## src/rtl/pipeline_hazard_ctrl_pkg.sv

```systemverilog
// pipeline_hazard_ctrl_pkg: shared state encoding and defaults for the hazard controller
package pipeline_hazard_ctrl_pkg;
  localparam int STATE_W = 2;
  localparam int PEN_W = 3;
  localparam int BRANCH_PENALTY_DEF = 2;
  typedef enum logic [STATE_W-1:0] {
    RUN       = 2'd0,
    FLUSH     = 2'd1,
    STALL_MEM = 2'd2
  } state_e;
endpackage

```

## src/rtl/pipeline_hazard_ctrl_if.sv

```systemverilog
// pipeline_hazard_ctrl_if: ID/EX/WB/mem status in, stall/flush controls and counters out
interface pipeline_hazard_ctrl_if #(
  parameter int REG_ADDR_W = 5,
  parameter int CNT_W = 32
);
  logic en;
  logic id_valid;
  logic id_uses_r1;
  logic id_uses_r2;
  logic [REG_ADDR_W-1:0] id_reg_addr_r1;
  logic [REG_ADDR_W-1:0] id_reg_addr_r2;
  logic id_reg_wr;
  logic [REG_ADDR_W-1:0] id_reg_addr_rd;
  logic ex_branch_taken;
  logic wb_reg_wr;
  logic [REG_ADDR_W-1:0] wb_reg_addr;
  logic mem_busy;
  logic stall_fe;
  logic stall_id;
  logic bubble_ex;
  logic flush_fe;
  logic busy;
  logic [CNT_W-1:0] stall_cnt;
  logic [CNT_W-1:0] flush_cnt;
  modport master (
    output en, id_valid, id_uses_r1, id_uses_r2, id_reg_addr_r1, id_reg_addr_r2,
           id_reg_wr, id_reg_addr_rd, ex_branch_taken, wb_reg_wr, wb_reg_addr, mem_busy,
    input  stall_fe, stall_id, bubble_ex, flush_fe, busy, stall_cnt, flush_cnt
  );
  modport slave (
    input  en, id_valid, id_uses_r1, id_uses_r2, id_reg_addr_r1, id_reg_addr_r2,
           id_reg_wr, id_reg_addr_rd, ex_branch_taken, wb_reg_wr, wb_reg_addr, mem_busy,
    output stall_fe, stall_id, bubble_ex, flush_fe, busy, stall_cnt, flush_cnt
  );
endinterface

```

## src/rtl/pipeline_hazard_ctrl_reg_scoreboard.sv

```systemverilog
// pipeline_hazard_ctrl_reg_scoreboard: pending-write bits with three bypass-aware busy queries
module pipeline_hazard_ctrl_reg_scoreboard #(
  parameter int REG_ADDR_W = 5,
  parameter bit WB_BYPASS = 1'b1
) (
  input  logic                         clk,
  input  logic                         rst,
  input  logic                         en,
  input  logic                         set_i,
  input  logic [REG_ADDR_W-1:0]        set_addr_i,
  input  logic                         clr_i,
  input  logic [REG_ADDR_W-1:0]        clr_addr_i,
  input  logic [2:0][REG_ADDR_W-1:0]   q_addr_i,
  output logic [2:0]                   q_busy_o
);
  localparam int NREGS = 2**REG_ADDR_W;
  logic [NREGS-1:0] pending_q, pending_d, set_mask, clr_mask;
  always_comb begin
    set_mask = set_i ? (NREGS'(1) << set_addr_i) : '0;
    clr_mask = clr_i ? (NREGS'(1) << clr_addr_i) : '0;
    pending_d = ((pending_q & ~clr_mask) | set_mask) & ~NREGS'(1);
  end
  always_ff @(posedge clk)
    if (rst) pending_q <= '0;
    else if (en) pending_q <= pending_d;
  // a same-cycle writeback to the queried register hides its pending bit
  for (genvar i = 0; i < 3; i++) begin : g_q
    assign q_busy_o[i] = pending_q[q_addr_i[i]] && |q_addr_i[i] &&
                         !(WB_BYPASS && clr_i && clr_addr_i == q_addr_i[i]);
  end
endmodule

```

## src/rtl/pipeline_hazard_ctrl.sv

```systemverilog
// pipeline_hazard_ctrl: FE/ID stall and flush sequencing from scoreboard, branch and memory status
module pipeline_hazard_ctrl
  import pipeline_hazard_ctrl_pkg::*;
#(
  parameter int REG_ADDR_W = 5,
  parameter int BRANCH_PENALTY = BRANCH_PENALTY_DEF,
  parameter bit WB_BYPASS = 1'b1,
  parameter int CNT_W = 32
) (
  input logic clk,
  input logic rst,
  pipeline_hazard_ctrl_if.slave bus
);
  state_e state_q, state_d, eff;
  logic [PEN_W-1:0] pen_q, pen_d;
  logic [CNT_W-1:0] stall_cnt_q, flush_cnt_q;
  logic [2:0] q_busy;
  logic hz, fire, stall, bubble, flush, br_acc;
  pipeline_hazard_ctrl_reg_scoreboard #(.REG_ADDR_W(REG_ADDR_W), .WB_BYPASS(WB_BYPASS)) u_sb (
    .clk(clk),
    .rst(rst),
    .en(bus.en),
    .set_i(fire),
    .set_addr_i(bus.id_reg_addr_rd),
    .clr_i(bus.wb_reg_wr),
    .clr_addr_i(bus.wb_reg_addr),
    .q_addr_i({bus.id_reg_addr_rd, bus.id_reg_addr_r2, bus.id_reg_addr_r1}),
    .q_busy_o(q_busy)
  );
  // the cycle memory frees up already behaves as RUN
  assign eff = (state_q == STALL_MEM && !bus.mem_busy) ? RUN : state_q;
  assign hz = bus.id_valid && |(q_busy & {bus.id_reg_wr, bus.id_uses_r2, bus.id_uses_r1});
  assign fire = eff == RUN && !bus.mem_busy && !bus.ex_branch_taken && !hz &&
                bus.id_valid && bus.id_reg_wr && |bus.id_reg_addr_rd;
  always_comb begin
    state_d = eff;
    pen_d = pen_q;
    stall = 1'b0;
    bubble = 1'b0;
    flush = 1'b0;
    br_acc = 1'b0;
    if (bus.mem_busy) begin
      stall = 1'b1;
      state_d = STALL_MEM;
      pen_d = '0;
    end else if (eff == FLUSH) begin
      flush = 1'b1;
      bubble = 1'b1;
      pen_d = pen_q - PEN_W'(1);
      state_d = pen_q <= PEN_W'(1) ? RUN : FLUSH;
    end else if (bus.ex_branch_taken) begin
      flush = 1'b1;
      bubble = 1'b1;
      br_acc = 1'b1;
      pen_d = PEN_W'(BRANCH_PENALTY - 1);
      state_d = BRANCH_PENALTY > 1 ? FLUSH : RUN;
    end else if (hz) begin
      stall = 1'b1;
      bubble = 1'b1;
    end
  end
  always_ff @(posedge clk)
    if (rst) begin
      state_q <= RUN;
      pen_q <= '0;
      stall_cnt_q <= '0;
      flush_cnt_q <= '0;
    end else if (bus.en) begin
      state_q <= state_d;
      pen_q <= pen_d;
      stall_cnt_q <= stall_cnt_q + CNT_W'(stall);
      flush_cnt_q <= flush_cnt_q + CNT_W'(br_acc);
    end
  assign bus.stall_fe = stall && !rst;
  assign bus.stall_id = stall && !rst;
  assign bus.bubble_ex = bubble && !rst;
  assign bus.flush_fe = flush && !rst;
  assign bus.busy = state_q != RUN && !rst;
  assign bus.stall_cnt = rst ? '0 : stall_cnt_q;
  assign bus.flush_cnt = rst ? '0 : flush_cnt_q;
endmodule

```

## src/flat_wrapper.sv

```systemverilog
// flat-port wrapper written by rule: the top's interface ports become plain ports
module pipeline_hazard_ctrl_flat import pipeline_hazard_ctrl_pkg::*;
#(
  parameter int REG_ADDR_W = 5,
  parameter int BRANCH_PENALTY = BRANCH_PENALTY_DEF,
  parameter bit WB_BYPASS = 1'b1,
  parameter int CNT_W = 32
)
  (clk, rst, bus_en, bus_id_valid, bus_id_uses_r1, bus_id_uses_r2, bus_id_reg_addr_r1, bus_id_reg_addr_r2, bus_id_reg_wr, bus_id_reg_addr_rd, bus_ex_branch_taken, bus_wb_reg_wr, bus_wb_reg_addr, bus_mem_busy, bus_stall_fe, bus_stall_id, bus_bubble_ex, bus_flush_fe, bus_busy, bus_stall_cnt, bus_flush_cnt);
  pipeline_hazard_ctrl_if #(.REG_ADDR_W(REG_ADDR_W), .CNT_W(CNT_W)) bus_i ();
  input logic clk;
  input logic rst;
  input wire logic [$bits(bus_i.en)-1:0] bus_en;
  input wire logic [$bits(bus_i.id_valid)-1:0] bus_id_valid;
  input wire logic [$bits(bus_i.id_uses_r1)-1:0] bus_id_uses_r1;
  input wire logic [$bits(bus_i.id_uses_r2)-1:0] bus_id_uses_r2;
  input wire logic [$bits(bus_i.id_reg_addr_r1)-1:0] bus_id_reg_addr_r1;
  input wire logic [$bits(bus_i.id_reg_addr_r2)-1:0] bus_id_reg_addr_r2;
  input wire logic [$bits(bus_i.id_reg_wr)-1:0] bus_id_reg_wr;
  input wire logic [$bits(bus_i.id_reg_addr_rd)-1:0] bus_id_reg_addr_rd;
  input wire logic [$bits(bus_i.ex_branch_taken)-1:0] bus_ex_branch_taken;
  input wire logic [$bits(bus_i.wb_reg_wr)-1:0] bus_wb_reg_wr;
  input wire logic [$bits(bus_i.wb_reg_addr)-1:0] bus_wb_reg_addr;
  input wire logic [$bits(bus_i.mem_busy)-1:0] bus_mem_busy;
  output wire logic [$bits(bus_i.stall_fe)-1:0] bus_stall_fe;
  output wire logic [$bits(bus_i.stall_id)-1:0] bus_stall_id;
  output wire logic [$bits(bus_i.bubble_ex)-1:0] bus_bubble_ex;
  output wire logic [$bits(bus_i.flush_fe)-1:0] bus_flush_fe;
  output wire logic [$bits(bus_i.busy)-1:0] bus_busy;
  output wire logic [$bits(bus_i.stall_cnt)-1:0] bus_stall_cnt;
  output wire logic [$bits(bus_i.flush_cnt)-1:0] bus_flush_cnt;
  assign bus_i.en = bus_en;
  assign bus_i.id_valid = bus_id_valid;
  assign bus_i.id_uses_r1 = bus_id_uses_r1;
  assign bus_i.id_uses_r2 = bus_id_uses_r2;
  assign bus_i.id_reg_addr_r1 = bus_id_reg_addr_r1;
  assign bus_i.id_reg_addr_r2 = bus_id_reg_addr_r2;
  assign bus_i.id_reg_wr = bus_id_reg_wr;
  assign bus_i.id_reg_addr_rd = bus_id_reg_addr_rd;
  assign bus_i.ex_branch_taken = bus_ex_branch_taken;
  assign bus_i.wb_reg_wr = bus_wb_reg_wr;
  assign bus_i.wb_reg_addr = bus_wb_reg_addr;
  assign bus_i.mem_busy = bus_mem_busy;
  assign bus_stall_fe = bus_i.stall_fe;
  assign bus_stall_id = bus_i.stall_id;
  assign bus_bubble_ex = bus_i.bubble_ex;
  assign bus_flush_fe = bus_i.flush_fe;
  assign bus_busy = bus_i.busy;
  assign bus_stall_cnt = bus_i.stall_cnt;
  assign bus_flush_cnt = bus_i.flush_cnt;
  pipeline_hazard_ctrl #(.REG_ADDR_W(REG_ADDR_W), .BRANCH_PENALTY(BRANCH_PENALTY), .WB_BYPASS(WB_BYPASS), .CNT_W(CNT_W)) u_core (.clk(clk), .rst(rst), .bus(bus_i));
endmodule
```

## config.mk

```make
export PLATFORM = sky130hd
export DESIGN_NAME = pipeline_hazard_ctrl_flat
export DESIGN_NICKNAME = d
export VERILOG_FILES = /design/src/rtl/pipeline_hazard_ctrl_pkg.sv /design/src/rtl/pipeline_hazard_ctrl_if.sv /design/src/rtl/pipeline_hazard_ctrl_reg_scoreboard.sv /design/src/rtl/pipeline_hazard_ctrl.sv /design/src/flat_wrapper.sv
export SDC_FILE = /design/constraint.sdc
export NUM_CORES = 1
export LEC_CHECK = 0
export ABC_CLOCK_PERIOD_IN_PS = 5300
export CAP_MARGIN = 5
export CORE_MARGIN = 2
export CORE_UTILIZATION = 54
export CTS_CLUSTER_SIZE = 8
export DETAILED_ROUTE_END_ITERATION = 10
export GPL_TIMING_DRIVEN = 0
export HOLD_SLACK_MARGIN = 0.05
export PLACE_DENSITY = 0.79
export SYNTH_ARGS = -nofsm -noshare
export SYNTH_HDL_FRONTEND = slang
export SYNTH_SLANG_ARGS = --single-unit
export TNS_END_PERCENT = 1
```

## constraint.sdc

```tcl
create_clock -name clk -period 5.3 [get_ports clk]
set_clock_uncertainty 0.2 [all_clocks]
set_input_delay 1.06 -clock clk [delete_from_list [all_inputs] [get_ports clk]]
set_output_delay 1.06 -clock clk [all_outputs]
set_load 0.02 [all_outputs]
```

==> results.py <==
metrics = {
    "setup_path": {
        "cp_top_family": "buffers and inverters",
        "crit_buf_inv": 4,
        "crit_chain": "clkdlybuf4s50_1 -> buf_4 -> mux4_2 -> mux2_2 -> nand2_1 -> a211oi_1 -> a21oi_1 -> o221ai_1 -> buf_4 -> clkdlybuf4s50_1",
        "critical_path_arrival_ns": 4.01,
        "cp_max_fo": 10,
        "slowest_delay_ns": 0.53,
        "required_ns": 4.04,
        "crit_path_start_kind": "primary input",
        "critPathCaptureType": "output port",
        "slowest_stage": "clkdlybuf4s50_1",
        "crit_type": "primary input to output port",
    },
    "clock_tree": {
        "cts_tree": "yes",
        "cts_buffers": 9,
        "cts-root-buf": "clkbuf_16",
        "h-tree-depth": 3,
        "hold_buffers": 0,
        "insertion_delay_ns": 0.35,
        "clock_sinks": 100,
        "clockBufferDepth": 2,
        "clkTransAtPathRegs_ns": 0.06,
    },
    "synthesis": {
        "synth_area_leaders": "dfxtp_1 33%, nor2b_1 7.0%, xor2_1 6.3%",
        "seq_area_frac_synth_pct": 32.65,
        "synth_area_per_cell_um2": 8.433,
        "netlist.area_leader.share_pct": 32.65,
        "ys.flop_type": "dfxtp_1",
        "netlist_instances": 727,
        "synth_edf_count": 0,
        "ys_types": 53,
        "yosysTopAreaCell": "dfxtp_1",
        "syn-num-nets": 763,
        "netlist_area_um2": 6131,
        "async_reset_ff_share_pct": 0,
        "synth-seq-cells": 100,
        "yosys_warnings": 0,
    },
    "sta": {
        "hold_viol_final": 0,
        "rsz0062_at_grt": "true",
        "finalMaxSlewViolations": 0,
        "finalSetupViolations": 0,
        "worst_pin_slew_ns": 0.6728,
        "clock.fmax_mhz": 189.6,
        "setup_slack_ns": 0.02659,
        "period_minus_slack_ns": 5.273,
        "period_share_pct": 99.50,
        "relSlewSlack_pct": 54.80,
    },
    "power_and_ir_drop": {
        "powerDensity_nw_per_um2": 210.8,
        "p_leak_uw": 0.002566,
        "vdd_ir_drop_max_v": 0.0003391,
    },
    "detailed_routing": {
        "drcViolationCount": 0,
        "drt_first_pass_iters": 5,
        "drt_wl_total_um": 16870,
        "avgViaCountPerCell": 5.947,
        "ant_nets": 0,
        "drt_iter0_markers": 494,
        "via_count": 5745,
        "wl_per_cell_um": 17.46,
    },
    "floorplan": {
        "die_w_um": 110.6,
        "coreArea_um2": 10940,
        "die_area_um2": 12220,
        "rows": 38,
        "io_pins": 99,
        "start_util_pct": 56.06,
        "chipHeight_um": 110.6,
    },
    "grt": {
        "antenna_found_initial": 0,
        "grt_overflow": 0,
        "grt_max_degree": 16,
        "grt_usage_pct": 27.48,
        "grt_first_pass_wirelength_um": 27740,
        "grt_pass1_vias": 5643,
    },
    "finish": {
        "multi_input_area_um2": 3839,
        "n_antenna_cell": 0,
        "nFillCells": 927,
        "drive_above_1_share_pct": 10.29,
        "nets": 857,
        "finalNonFillerCells": 966,
        "syn_to_final_growth_pct": 21.14,
        "final-seq-area_um2": 2002,
        "final_area_um2": 7427,
    },
    "placement": {
        "dpl_cell_area_um2": 7137,
        "hpwl_um": 13010,
        "portBuffers": 83,
        "pre_cts_ws_ns": -0.2034,
        "place_congestion": 0.9562,
        "dp.cells": 950,
    },
    "hold_path": {
        "hold_path_class": "flip-flop to flip-flop",
    },
    "run_status": {
        "status": "finished, final reports clean",
    },
    "job": {
        "cap_violations": 0,
    },
}
-- area by class of cell --
cell class | count | area share (%)
clock buffer | 12 | 3.454
tap | 140 | 2.358
clock inverter | 4 | 0.3201
sequential | 100 | 26.95
inverter | 13 | 0.6570
timing repair buffer | 83 | 11.19
buffer | 55 | 3.386
multi-input combinational | 559 | 51.68
-- Yosys cell counts (16+ instances only) --
library cell / number
a21oi_1: 16
mux2i_1: 21
o21ai_2: 30
dfxtp_1: 100
nor2_1: 88
nand3_1: 61
xnor2_1: 25
xor2_1: 44
o211ai_1: 25
nand2_1: 34
clkbuf_1: 36
nor2b_1: 69
nand4_1: 17
-- layout by cell type (no fill, tap or decap), types with 21 or more instances in the layout --
master,Yosys,final
o211ai_1,25,25
nand2_1,34,34
clkbuf_1,36,36
nand3_1,61,61
o21ai_2,30,30
mux2i_1,21,21
dfxtp_1,100,100
clkdlybuf4s50_1,0,83
xor2_1,44,44
nor2b_1,69,69
xnor2_1,25,25
nor2_1,88,88
-- logic make-up (layout without fill, tap and decap cells) --
kind of cell               Yosys count  in the layout  synth area share [%]
and+or+nand+nor                    333            333                 28.45
AOI/OAI and AO/OA                  112            112                 13.49
buffers and inverters               68            167                 4.837
xor gates and xnor gates            69             69                 9.857
adders and majority gates            6              6                 1.224
muxes                               39             39                 9.490
DFF                                100            100                 32.65
-- registers in the layout, indices dropped and copies added (netlist names) --
name,cells
u_core.u_sb.pending_q,31
u_core.stall_cnt_q,32
u_core.pen_q,3
u_core.state_q,2
u_core.flush_cnt_q,32
-- worst paths after layout --
kind	to	cells after the start	from	slack, ns
worst min-delay path	u_core.pen_q[1]	2	u_core.pen_q[1]	0.29
worst max register to register	u_core.stall_cnt_q[26]	15	u_core.u_sb.pending_q[14]	1.26
worst min register to register	u_core.pen_q[1]	2	u_core.pen_q[1]	0.29
worst max-delay path	bus_stall_id	10	bus_id_reg_addr_r2[0]	0.03
-- report_power, final --
group | switching (uW) | internal (uW)
clock | 276 | 342
combinational | 122 | 66.8
sequential | 3.66 | 756
-- layer usage --
metal | vias up | part of all wire, % | track usage, % | wire length [um]
li1 | 2753 | - | - | -
met2 | 221 | 48 | 47.61 | 8096
met1 | 2743 | 43 | 35.13 | 7292
met5 | - | 0 | 0 | 0
met3 | 28 | 7.0 | 4.885 | 1184
met4 | 0 | 1.7 | 7.833 | 294
-- metrics by stage --
step / utilization, % / power [uW] / TNS [ns] / hold WS, ns
finish: 67.92 / 1566 / 0 / 0.2944
global route: 67.92 / 1621 / -0.05977 / 0.3456
CTS: 67.85 / 1575 / 0 / 0.2921
detailed placement: 65.26 / 961.6 / -1.211 / 0.2764
global placement: 65.26 / 957.9 / -0.9016 / 0.2732
floorplan: - / 901.9 / 0 / 0.2544
-- tightest hold or removal path: stages, from the launching register on --
cell and delay, ns:
dfxtp_1 0.33, a21oi_1 0.06, nor2_1 0.07
-- repair_timing --
item | in CTS | in global routing
endpoints found under the setup margin | 1 | 9
pin swaps | 0 | 1
resized for setup | 1 | 3
setup buffers | 0 | 0
Note: power is estimated with default switching activity, not from simulation.
